`src/rtl/rx_pkg.sv`:
```
// rtl/rx_pkg.sv - shared FSM state encoding and defaults for the receive byte sequencer
package rx_pkg;

    typedef enum logic [2:0] {
        ST_IDLE,
        ST_SYNC,
        ST_DATA,
        ST_LOAD,
        ST_DONE,
        ST_ERROR
    } rx_state_t;

    localparam logic [7:0] RX_SYNC_BYTE = 8'h80;

    function automatic logic [6:0] sat_inc7(input logic [6:0] value, input logic [6:0] limit);
        return (value >= limit) ? limit : value + 7'd1;
    endfunction

endpackage

```
`src/rtl/rx_byte_sequencer.sv`:
```
// rtl/rx_byte_sequencer.sv - receive byte sequencer: sync detect, byte framing, handoff
//
// Ports:
//   clk, n_rst            clock, asynchronous active-low reset
//   bit_strobe, eop       one-cycle pulse per bit period, end-of-packet level
//   rcv_data              parallel view of the external receive shift register
//   shift_enable          shift command to that shift register
//   byte_data/byte_valid  received byte handoff, accepted with byte_ready
//   packet_done           one-cycle pulse on a clean packet end
//   rx_error              high while in the error state
//   byte_count            data bytes loaded in the current packet (saturating)
module rx_byte_sequencer
    import rx_pkg::*;
#(
    parameter logic [7:0] SYNC_BYTE = RX_SYNC_BYTE,
    parameter int         MAX_BYTES = 64
) (
    input  logic       clk,
    input  logic       n_rst,
    input  logic       bit_strobe,
    input  logic       eop,
    input  logic [7:0] rcv_data,
    output logic       shift_enable,
    output logic [7:0] byte_data,
    output logic       byte_valid,
    input  logic       byte_ready,
    output logic       packet_done,
    output logic       rx_error,
    output logic [6:0] byte_count
);

    localparam logic [6:0] MAX_CNT = 7'(MAX_BYTES);

    rx_state_t  r_state;
    logic [2:0] r_bit_cnt;
    logic       r_sync_chk;
    logic [7:0] r_byte_data;
    logic       r_byte_valid;
    logic [6:0] r_byte_count;
    logic       w_shift_state;
    logic       w_shift_enable;

    // The strobe that wakes the block from IDLE is itself the first sync
    // bit, so it is shifted and counted like every following bit.
    assign w_shift_state  = (r_state == ST_IDLE) || (r_state == ST_SYNC) || (r_state == ST_DATA);
    assign w_shift_enable = n_rst && bit_strobe && !eop && w_shift_state;

    always_ff @(posedge clk or negedge n_rst) begin
        if (!n_rst) begin
            r_state      <= ST_IDLE;
            r_bit_cnt    <= 3'd0;
            r_sync_chk   <= 1'b0;
            r_byte_data  <= 8'h00;
            r_byte_valid <= 1'b0;
            r_byte_count <= 7'd0;
        end else begin
            if (w_shift_enable) begin
                r_bit_cnt <= r_bit_cnt + 3'd1;
            end
            if (r_byte_valid && byte_ready) begin
                r_byte_valid <= 1'b0;
            end

            case (r_state)
                ST_IDLE: begin
                    if (w_shift_enable) begin
                        r_state      <= ST_SYNC;
                        r_sync_chk   <= 1'b0;
                        r_byte_count <= 7'd0;
                    end
                end
                ST_SYNC: begin
                    // rcv_data only holds the full sync byte one cycle after
                    // the eighth shift, so the compare is deferred by a cycle.
                    if (r_sync_chk) begin
                        r_sync_chk <= 1'b0;
                        r_state    <= (rcv_data == SYNC_BYTE) ? ST_DATA : ST_ERROR;
                    end else if (w_shift_enable && (r_bit_cnt == 3'd7)) begin
                        r_sync_chk <= 1'b1;
                    end
                end
                ST_DATA: begin
                    if (w_shift_enable && (r_bit_cnt == 3'd7)) begin
                        r_state <= ST_LOAD;
                    end else if (eop) begin
                        r_state <= (r_bit_cnt == 3'd0) ? ST_DONE : ST_ERROR;
                    end
                end
                ST_LOAD: begin
                    if (r_byte_valid && !byte_ready) begin
                        // Overflow: the unaccepted byte is preserved.
                        r_state <= ST_ERROR;
                    end else begin
                        r_byte_data  <= rcv_data;
                        r_byte_valid <= 1'b1;
                        r_byte_count <= sat_inc7(r_byte_count, MAX_CNT);
                        r_state      <= ST_DATA;
                    end
                end
                ST_DONE: begin
                    r_state   <= ST_IDLE;
                    r_bit_cnt <= 3'd0;
                end
                ST_ERROR: begin
                    if (eop) begin
                        r_state   <= ST_IDLE;
                        r_bit_cnt <= 3'd0;
                    end
                end
                default: begin
                    r_state <= ST_IDLE;
                end
            endcase
        end
    end

    assign shift_enable = w_shift_enable;
    assign byte_data    = r_byte_data;
    assign byte_valid   = r_byte_valid;
    assign byte_count   = r_byte_count;
    assign packet_done  = (r_state == ST_DONE);
    assign rx_error     = (r_state == ST_ERROR);

endmodule
```
`config.mk`:
```
export PLATFORM = sky130hd
export DESIGN_NAME = rx_byte_sequencer
export DESIGN_NICKNAME = d
export VERILOG_FILES = /design/src/rtl/rx_pkg.sv /design/src/rtl/rx_byte_sequencer.sv
export SDC_FILE = /design/constraint.sdc
export NUM_CORES = 1
export LEC_CHECK = 0
export BUFFER_PORTS_ARGS = -buffer_cell sky130_fd_sc_hd__clkbuf_2
export CAP_MARGIN = 30
export CORE_UTILIZATION = 38
export CTS_BUF_LIST = sky130_fd_sc_hd__clkbuf_4
export CTS_CLUSTER_SIZE = 16
export DETAILED_ROUTE_END_ITERATION = 10
export PLACE_DENSITY_LB_ADDON = 0.15
export SKIP_CTS_REPAIR_TIMING = 1
export SLEW_MARGIN = 20
export SYNTH_ARGS = -nofsm -noshare
export SYNTH_HDL_FRONTEND = slang
export SYNTH_SLANG_ARGS = --single-unit
```
`constraint.sdc`:
```
create_clock -name clk -period 1.7 [get_ports clk]
set_input_delay 0.17 -clock clk [delete_from_list [all_inputs] [get_ports clk]]
set_output_delay 0.17 -clock clk [all_outputs]
set_load 0.1 [all_outputs]
```
-- After elaboration in Yosys (flattened, before gate mapping)
Cells that the tools add are included.
- input bits: 13
- register bits after elaboration: 23
- word-level logic and storage cells: 63
- output and inout port bits: 19
- eq/ne operators: 12
- bitwise logic cells: 1
- mux-type cells: 23
- order comparisons: 1
- reductions and logical operators: 18
- add/sub/neg operators: 2
- operators with widths (kind ; number):
    two-way mux 3 bit ; 9
    two-way mux 7 bit ; 3
    one-hot mux 3 bit (5 select lines) ; 1
    one-hot mux 7 bit (2 select lines) ; 1
    == test 3 bit, second input constant ; 3
    == test 8 bit, second input constant ; 1
    inequality test 2 bit, second input constant ; 4
    adder 7 x 1 -> 7 bit, second input constant ; 1
    >= comparator 7 bit, second input constant ; 1
    two-way mux 1 bit ; 7
    == test 3 x 2 -> 1 bit, second input constant ; 2
    logical AND 1 bit ; 6
    zero test 3 bit ; 2
    one-hot mux 3 bit (2 select lines) ; 1
    AND reduction 2 bit ; 2
    AND reduction 4 bit ; 1
    nonzero test 2 bit ; 2
    adder 3 x 1 -> 3 bit, second input constant ; 1
    == test 3 x 1 -> 1 bit, second input constant ; 1
    inequality test 3 x 2 -> 1 bit, second input constant ; 1
    AND reduction 3 bit ; 1
    zero test 1 bit ; 2
    logical OR 1 bit ; 2
    one-hot mux 1 bit (2 select lines) ; 1
    inverter 1 bit ; 1

-- Logic depth before layout (Yosys ltp)
- depth after elaboration: 8
- depth in mapped cells: 6
- depth with buffers taken out: 6

-- Worst setup path after synthesis
No wires, ideal clock.
- path kind: flip-flop to flip-flop
- from: register r_state[1]
- to: register r_state[2]
- library setup time: 78 ps
- slack: -607 ps
- cell stages (with the launch flop): 6
- buffers on the path: 1
- clock period less this slack: 2307 ps
- data required time: 1622 ps
- data arrival time: 2229 ps
- path through: dfrtp_1 buf_2 nand2b_1 nor2_1 o21ai_1 o21ai_1
- elaborated cells between the ends (all ways): 16
- those cells by class: eq/ne (8); mux (2); reduce/logical (6)
- RTL lines (item ; RTL line ; text):
    from (decl) ; rx_byte_sequencer.sv:34 ; rx_state_t r_state;
    from (signal assigned) ; rx_byte_sequencer.sv:77 ; r_state <= (rcv_data == SYNC_BYTE) ? ST_DATA : ST_ERROR;
    from (signal assigned) ; rx_byte_sequencer.sv:86 ; r_state <= (r_bit_cnt == 3'd0) ? ST_DONE : ST_ERROR;
    == test 3 bit * ; - ;
    via rx_error ; rx_byte_sequencer.sv:28 ; output logic rx_error,
    inequality test 2 bit (no line) ; - ;
    AND reduction 4 bit (no line) ; - ;
Mark *: on every way through the listed nets, which the timed path passes. The rest lies on a longest branch.
A chain may end at the register's enable or synchronous reset.

-- Worst setup path in the final report
- from: register r_state[1]
- to: output rx_error
- longest elaborated chain between the ends: 1
- RTL lines (item ; RTL line ; text):
    == test 3 bit ; rx_byte_sequencer.sv:122 ; assign rx_error = (r_state == ST_ERROR);
    to (decl) ; rx_byte_sequencer.sv:28 ;
No other way between the ends.

==> run summary <==
Using the TritonRoute via totals, the vias-per-cell ratio works out to 5.18. The repair_antennas step left the layout with diodes totalling 0. Detailed placement finished with a half-perimeter wire length of 1930 um. Ranked by total cell area, the synthesized netlist is headed by dfrtp_1 45%, mux2_1 7.0%, ha_1 4.9%. The count of cells along the worst hold path came out at 2. Along the worst path, the maximum fanout reaches 9. Data arrives at the worst endpoint at 1.44 ns. For the number of global-route vias before repair, the log shows 1019. After layout, the worst path uses 94.4% of the clock period. The number of H-tree levels was 1. Of the post-synthesis cell area, the part taken by muxes is 7.77%. The cell sitting at the root of the clock tree is a clkbuf_4. The number of cells on the worst reg-to-reg path is 5, and the average cell area after synthesis is 10.3 um2.

The tools report the number of remaining DRC errors as 0. The clock arrives with 0.00103 ns of skew. Kind of end point of the critical path: an output pin. The ratio of cells with drive above 1 in the final layout works out to 35.0%. Among all flip-flop cells after synthesis, the most frequent one is dfrtp_1. Global routing finished with a remaining overflow of 0. The maximum number of pins on one net before global-route repair is 24, and the number of max-cap violations is 0. In this run, distinct cell masters in the synthesized netlist total 40. The core region is 3130 um2. After synthesis, the largest family of logic cells by area is simple AND/OR/NAND/NOR gates. The tools report the largest buffer count on any clock path as 2.

For this run, the share of the core covered by cells in the final layout is 51.4%. The logs give 23 for the total clock sinks and 0 for the number of antenna violations at the first check in global routing. The arithmetic-cell share of the synthesized area counting full adders, half adders and majority gates is 4.85%, and the routed length on met2 is 1270 um. In the final design database the tool counted 179 nets.

The total wirelength of the detailed-routed design was 2550 um; the post-CTS clock slew at the launch and capture registers of the worst setup and hold paths was 0.12 ns. During I/O placement, the number of pins put on the boundary was 32. The area share of the leading cell type in the synthesized netlist was 44.7%. In this run the core area contains 20 standard-cell rows. The first-pass GRT wire length is 4360 um. The run gives 41.2% as the starting density of the core. The routed design uses 124 um of met3 wire. The highest layer touched by signal routing is met4.

The reported leakage power was 0.749 nW; the sequential cell area fraction in the yosys report was 44.7%. TritonCTS built the clock tree. Based on the critical path, the design can be clocked at up to 623 MHz.

The final number of hold-violating endpoints was 0. With fillers left out, the area of the finished cells amounts to 1610 um2. The Yosys step of the flow raised 0 warnings. For this run, asynchronously set or reset flops after synthesis account for 100%. The worst setup path is of the reg -> out kind. In the synthesized netlist, the cells that appear most often are 23 x dfrtp_1, 12 x nor2_1, 10 x o21ai_1, 8 x mux2_1, 7 x inv_1. In this run, synthesis produced a sequential element count of 23. Headroom to the max-slew limit came out at 64.0%. The run gives 0.31 ns as the source-to-sink clock delay at the later pin of the worst-skew pair. The floorplan step defined a die boundary enclosing 3630 um2.

The pre-antenna-repair detailed-routing pass consisted of 4 iterations. The run gives 0.833 as the routability congestion estimate from global placement. The actual transition at the worst max-transition pin was 0.542 ns. Setup repair after global routing left no endpoint under its margin. The routed via count was 1057; the height of the die was 60.2 um. Dividing the detail-routed wire length by the instance count gives 12.5 um. Summed over all failing endpoints, the final setup total negative slack is 0 ns. The global-route usage over all layers came out at 16.2%. The worst hold path class was in -> reg. For this block, wires on met1 add up to 1140 um. In this run, CTS created clock tree buffers numbering 3.

Once detail routing completed, the nets flagged for antenna violations numbered 0. Library cell with the highest instance count after synthesis: dfrtp_1. The count of final setup violators was 0. For the worst setup path, the data required time is 1.53 ns. The worst setup path is launched from a flop. The worst path in the final design needs a cycle of 1.61 ns, including I/O delays and setup.

The synthesized design spends more area on one cell type than any other, namely dfrtp_1. The flow ran to the end, and the final reports show no timing, DRC or antenna violations. The horizontal extent of the die was 60.2 um. Total power divided by cell area: 874 nW/um2.

The compound-cell area share of the yosys netlist was 17.1%; the XOR/XNOR share of the synthesized area was 0.680%. Of the total synthesized cell area, the portion taken by AND, OR, NAND and NOR gates is 20.0%. The mapped netlist covers 1290 um2. The net count after synthesis is 143.

The number of buffers inserted by port buffering was 31. In this run, synthesis inferred 0 flip-flops with an integrated enable. The logs give 0 for the final number of max-transition violations and 1560 um2 for the placed cell area.

The cell count after synthesis came out at 125. The layout overhead on the synthesized area works out to 24.7%. The logs give 0.483 mV for the peak supply drop and 39 for the starting DRC count in detailed routing.
==> per-layer routing <==
metal  up-vias  track usage, %
met1       518            19.2
li1        513               -
met4         0            5.32
met3         2            4.98
met5         -               0
met2        24            27.6
==> sequential cells by signal (all words and copies together), names as in the netlist <==
register	count
r_state	3
r_sync_chk	1
byte_count	7
r_bit_cnt	3
byte_data	8
byte_valid	1
==> report_power, final <==
part,internal (mW),switching [mW]
Combinational,0.161,0.348
Clock,0.0881,0.167
Sequential,0.590,0.0489
Total,0.839,0.564
==> placed cells by master (no fill, tap or decap), types with 4 or more instances in the layout <==
cell type	n
o21ai_0	4
nor2_1	10
clkbuf_2	28
o21ai_1	10
nand2_1	6
inv_1	7
mux2_1	8
a21oi_1	6
nand2b_1	5
dfrtp_2	6
ha_1	5
buf_4	4
dfrtp_1	17
==> kinds of logic (layout without fill, tap and decap cells) <==
logic type	Yosys count	count (layout)
compound gates	33	33
xor+xnor	1	1
fa+ha+maj	5	5
buf+inv	12	47
flops	23	23
mux	9	9
simple gates	42	42
==> worst max-delay path: stages (launching register included) <==
cell and delay (ns):
dfrtp_2 0.51, nand2b_1 0.27, nor2_4 0.16, buf_12 0.18
==> final cells by class <==
cell class | count | area (um2)
timing repair buffer | 36 | 240
fill | 310 | 1520
tap | 44 | 55.1
inverter | 7 | 26.3
clock inverter | 1 | 5.00
clock buffer | 3 | 22.5
multi-input combinational | 90 | 674
sequential | 23 | 583
==> path summary, 6_finish.rpt <==
path                                   start            end  slack, ns
worst max-delay path              r_state[1]       rx_error       0.09
worst min-delay path             rcv_data[7]   byte_data[7]       0.07
worst max register to register  r_bit_cnt[0]     r_state[0]       0.18
worst min register to register  byte_data[6]   byte_data[6]       0.50
max in group asynchronous              n_rst     byte_valid       1.01
min in group asynchronous              n_rst  byte_count[3]       0.44
==> metrics by stage <==
stage	total power, mW	instances	setup slack (ns)	hold slack [ns]
6_report	1.40	204	0.0947	0.0749
5_1_grt	1.49	204	0.0130	0.0552
4_1_cts	1.41	203	-0.0300	-0.0798
3_5_place_dp	1.15	199	0.176	0.279
3_3_place_gp	1.14	199	0.255	0.278
2_1_floorplan	1.02	125	0.0209	-0.126
(Power assumes the default switching activity.)
